### src/rtl/fdiv_pkg.sv
// Shared constants and the reset half-period helper for the multi-channel frequency divider.
package fdiv_pkg;

  localparam int unsigned CNT_W_DEF = 32;
  localparam int unsigned CH_IDX_W  = 4;

  // Reset half-period in clock cycles, truncated.
  function automatic int unsigned calc_h0(input int unsigned clk_hz, input int unsigned def_hz);
    return clk_hz / (2 * def_hz);
  endfunction

endpackage

### src/rtl/fdiv_channel.sv
// One divider channel: counter C, active half-period A, pending half-period P,
// registered square-wave output and rising-edge tick.
module fdiv_channel
  import fdiv_pkg::*;
#(
  parameter int unsigned      CNT_W = CNT_W_DEF,
  parameter logic [CNT_W-1:0] H0    = CNT_W'(calc_h0(50000000, 4))
) (
  input  logic             iCLK,
  input  logic             iRST_N,
  input  logic             iEN,
  input  logic             iSYNC,
  input  logic             iWR,
  input  logic [CNT_W-1:0] iWR_DIV,
  output logic             oSIG,
  output logic             oTICK
);

  logic [CNT_W-1:0] r_c;
  logic [CNT_W-1:0] r_a;
  logic [CNT_W-1:0] r_p;
  logic             r_sig;
  logic             r_tick;
  logic             w_wrap;
  logic [CNT_W-1:0] w_next_a;

  assign w_wrap   = (r_c == (r_a - CNT_W'(1)));
  // A write landing on the update cycle goes straight into A as well as P.
  assign w_next_a = iWR ? iWR_DIV : r_p;

  always_ff @(posedge iCLK or negedge iRST_N) begin
    if (!iRST_N) begin
      r_c    <= '0;
      r_a    <= H0;
      r_p    <= H0;
      r_sig  <= 1'b0;
      r_tick <= 1'b0;
    end else begin
      if (iWR) begin
        r_p <= iWR_DIV;
      end
      r_tick <= 1'b0;
      if (iSYNC) begin
        r_c   <= '0;
        r_sig <= 1'b0;
      end else if (!iEN) begin
        r_c   <= '0;
        r_sig <= 1'b0;
        r_a   <= w_next_a;
      end else if (w_wrap) begin
        r_c    <= '0;
        r_sig  <= ~r_sig;
        r_tick <= ~r_sig;
        r_a    <= w_next_a;
      end else begin
        r_c <= r_c + CNT_W'(1);
      end
    end
  end

  assign oSIG  = r_sig;
  assign oTICK = r_tick;

endmodule

### src/rtl/freq_div_multi.sv
// Multi-channel programmable square-wave divider with glitch-free retune and write decode.
// Optional FDIV_PHASE_SYNC_EN adds iSYNC, which zeroes every channel for phase alignment.
module freq_div_multi
  import fdiv_pkg::*;
#(
  parameter int unsigned CLK_HZ = 50000000,
  parameter int unsigned CH     = 4,
  parameter int unsigned CNT_W  = CNT_W_DEF,
  parameter int unsigned DEF_HZ = 4
) (
  input  logic                iCLK,
  input  logic                iRST_N,
`ifdef FDIV_PHASE_SYNC_EN
  input  logic                iSYNC,
`endif
  input  logic [CH-1:0]       iEN,
  input  logic                iWR,
  input  logic [CH_IDX_W-1:0] iWR_CH,
  input  logic [CNT_W-1:0]    iWR_DIV,
  output logic [CH-1:0]       oSIG,
  output logic [CH-1:0]       oTICK,
  output logic                oERR
);

  localparam logic [CNT_W-1:0] H0 = CNT_W'(calc_h0(CLK_HZ, DEF_HZ));

  logic w_wr_ok;
  logic w_sync;
  logic r_err;

`ifdef FDIV_PHASE_SYNC_EN
  assign w_sync = iSYNC;
`else
  assign w_sync = 1'b0;
`endif

  assign w_wr_ok = iWR && (32'(iWR_CH) < CH) && (iWR_DIV != '0);

  always_ff @(posedge iCLK or negedge iRST_N) begin
    if (!iRST_N) begin
      r_err <= 1'b0;
    end else begin
      r_err <= iWR && !w_wr_ok;
    end
  end

  assign oERR = r_err;

  for (genvar g = 0; g < int'(CH); g++) begin : g_ch
    logic w_wr_sel;
    assign w_wr_sel = w_wr_ok && (iWR_CH == CH_IDX_W'(g));

    fdiv_channel #(
      .CNT_W (CNT_W),
      .H0    (H0)
    ) u_ch (
      .iCLK    (iCLK),
      .iRST_N  (iRST_N),
      .iEN     (iEN[g]),
      .iSYNC   (w_sync),
      .iWR     (w_wr_sel),
      .iWR_DIV (iWR_DIV),
      .oSIG    (oSIG[g]),
      .oTICK   (oTICK[g])
    );
  end

endmodule

### config.mk
export PLATFORM = sky130hd
export DESIGN_NAME = freq_div_multi
export DESIGN_NICKNAME = d
export VERILOG_FILES = /design/src/rtl/fdiv_pkg.sv /design/src/rtl/fdiv_channel.sv /design/src/rtl/freq_div_multi.sv
export SDC_FILE = /design/constraint.sdc
export NUM_CORES = 1
export LEC_CHECK = 0
export CORE_UTILIZATION = 65
export CTS_CLUSTER_SIZE = 40
export DETAILED_ROUTE_END_ITERATION = 12
export DONT_BUFFER_PORTS = 1
export GPL_TIMING_DRIVEN = 0
export PLACE_DENSITY_LB_ADDON = 0.25
export SYNTH_ARGS = -nofsm -noshare
export SYNTH_HDL_FRONTEND = slang
export SYNTH_HIERARCHICAL = 1
export SYNTH_SLANG_ARGS = --single-unit
export TNS_END_PERCENT = 10
### constraint.sdc
create_clock -name iCLK -period 7 [get_ports iCLK]
set_input_delay 1.4 -clock iCLK [delete_from_list [all_inputs] [get_ports iCLK]]
set_output_delay 1.4 -clock iCLK [all_outputs]
set_load 0.01 [all_outputs]
==> impl_metrics.toml <==
[global_routing]
grtUsageTotal = 0.326
antenna_found_initial = 0
grt_overflow = 0
grt_pass1_wl_um = 101000
grt_max_degree = 394
grt_pass1_vias = 18700

[sta]
rsz0062_at_grt = "false"
worst_slew_pin_slew_ns = 1.13
hold_viol = 0
fin_ws_ns = 2.97
drv_slew = 0
setup_viol_count_final = 0
clock_skew_ns = 0.0220
fmax_mhz = 248
period_share = 0.576
post-route-min-period_ns = 4.03
fin_setup_tns_ns = 0
slew_headroom = 0.250

[cts]
root_buffer = "clkbuf_16"
cts_setup_buffers = 0
cts_resized = 0
cts_tree = "built"
clock_latency_ns = 0.57
clock-sinks = 393
clkTransAtPathRegs_ns = 0.06
h-tree-depth = 2
cts.path.max_buffers = 3
hold_buffers = 0
numCtsBuffers = 41

[logic_synthesis]
synth_async_sr_flop_share = 1.00
syn_area_um2 = 24400
yosys_warnings = 6
yosys.area.top_type = "dfrtp_1"
synth_edf_count = 0
synth_cell_types = 76
ys_seq_elements = 393
synth_top_area_frac = 0.305
synth.most_common_cell = "dfrtp_1"
netlist_top_cells_area = "dfrtp_1 (30%), dfstp_2 (10%), mux2_2 (6.1%), xnor2_1 (5.4%), xor2_1 (4.3%)"
netlist_instances = 2404
ys_seq_area_frac = 0.408
ys_top_cells_by_count = "dfrtp_1 (297), nor2_1 (250), xnor2_1 (150), mux2_2 (132), nand2b_1 (128)"
syn_avg_cell_area_um2 = 10.1
synth_ff_type = "dfrtp_1"

[placement]
gp_congestion = 0.923
dp_hpwl_um = 43300
post_dp_cell_area_um2 = 25000
post-place-ws_ns = 3.09
portBuffers = 0

[worst_setup_path]
setup.worst_path.end_class = "register"
critPathKind = "reg -> reg"
crit_path_max_incr_delay_ns = 0.57
startpoint_type = "register"
crit_required_ns = 7.48
cp.arrival_ns = 4.51
path_max_fanout = 10
crit_chain = "inv_1, ha_1, nor2b_1, nand4_1, nor4_1, mux2i_1, a31oi_1, o211a_1, buf_2, clkbuf_1, o221ai_1, nor3_2"
critPathSlowestCell = "nor4_1"

[cells_and_area]
final_cell_area_um2 = 26300
drive_gt1_frac = 0.232
areaGrowthSynthToFinish_pct = 8.06
final_nets = 2507

[job]
cap_violations = 0

[routing]
ant_nets = 0
vias = 18900
wl_per_cell_um = 20.7
drc = 0
drt_pass1_iterations = 7
drt-initial-drc-count = 1263
routed_wl_um = 61100
via_per_inst = 6.39

[floorplan]
placementRows = 70
die_w_um = 196
die_h_um = 196
start_util = 0.663
pin_count = 52
core_area_um2 = 36800
dieArea_um2 = 38300

[outcome]
status = "finished, final reports clean"

[power_and_ir_drop]
cellPowerDensity_nw_per_um2 = 281
p_leak_nw = 10.6
ir_drop_mv = 0.181
p_total_mw = 7.41

[hold_path]
holdCritPathClass = "reg -> reg"
-- routing by layer --
layer / track usage / routed length (µm) / up-vias
met5: 0 / 0 / -
met3: 0.0481 / 3720 / 150
met1: 0.447 / 26400 / 9391
met2: 0.536 / 29200 / 575
li1: - / - / 8755
met4: 0.100 / 1830 / 0
-- final timing paths --
| path | start | endpoint | slack [ns] | cells after the start |
|---|---|---|---|---|
| min | g_ch[1].u_ch/r_p[1]$_DFF_PN0_ | g_ch[1].u_ch/r_p[1]$_DFF_PN0_ | 0.50 | 1 |
| max reg2reg | g_ch[2].u_ch/r_a[0]$_DFFE_PN0P_ | g_ch[2].u_ch/r_a[16]$_DFFE_PN1P_ | 2.97 | 12 |
| min in group asynchronous | iRST_N | g_ch[1].u_ch/r_c[1]$_DFF_PN0_ | 0.52 | 0 |
| min reg2reg | g_ch[1].u_ch/r_p[1]$_DFF_PN0_ | g_ch[1].u_ch/r_p[1]$_DFF_PN0_ | 0.50 | 1 |
| max | g_ch[2].u_ch/r_a[0]$_DFFE_PN0P_ | g_ch[2].u_ch/r_a[16]$_DFFE_PN1P_ | 2.97 | 12 |
| max in group asynchronous | iRST_N | g_ch[3].u_ch/r_c[24]$_DFF_PN0_ | 5.55 | 0 |
-- sequential cells by signal, indices dropped and copies added (netlist names) --
| register | count |
|---|---|
| oERR | 1 |
| g_ch.u_ch/oSIG | 4 |
| g_ch.u_ch/r_p | 128 |
| g_ch.u_ch/oTICK | 4 |
| g_ch.u_ch/r_c | 128 |
| g_ch.u_ch/r_a | 128 |
-- cell usage in the layout (no fill, tap or decap), types with 68 or more instances in the layout --
cell	n
clkbuf_1	100
nor3_1	105
xor2_1	120
xnor2_1	150
nor3_2	68
dfrtp_1	297
dfstp_2	96
nand2b_1	128
mux2_2	132
and4_1	80
nand2_1	107
nor2_1	250
-- layout make-up --
class                      count  area, µm²
clock buffer                  57       1130
fill                        2681      10400
buffer                       154        871
antenna                        1       2.50
sequential                   393       9950
tap                          468        586
clock inverter                16        216
inverter                      32        120
multi-input combinational   1834      13500
-- per-stage QoR --
step,cells,utilization,hold WS [ns]
after global placement,2881,0.680,0.480
final,2955,0.716,0.499
after floorplan,2413,-,0.469
after detailed placement,2881,0.680,0.486
after CTS,2954,0.716,0.503
after global routing,2954,0.716,0.498
-- critical path, delay by kind of cell (launching register included) --
kind,cells,cell delay (ns)
buf+inv,3,0.78
compound gates,3,0.65
fa+ha+maj,1,0.28
simple gates,4,1.64
flops,1,0.43
mux,1,0.17
-- cell families (layout without fill, tap and decap cells) --
family / count (synthesis) / count (layout) / share of synthesized area
AND/OR/NAND/NOR: 1087 / 1087 / 0.265
other: 1 / 11 / 0.000154
adder cells (fa/ha/maj): 10 / 10 / 0.00493
XOR/XNOR: 270 / 270 / 0.0970
buffers and inverters: 186 / 259 / 0.0406
multiplexers: 202 / 202 / 0.102
flip-flops: 393 / 393 / 0.408
AO/OA/AOI/OAI: 255 / 255 / 0.0816
-- power by group --
part	internal, mW	switching [mW]	total [mW]
sequential	2.72	0.318	3.04
combinational	0.966	1.17	2.14
clock	1.31	0.930	2.24
total	4.99	2.42	7.41
(Power assumes the default switching activity.)
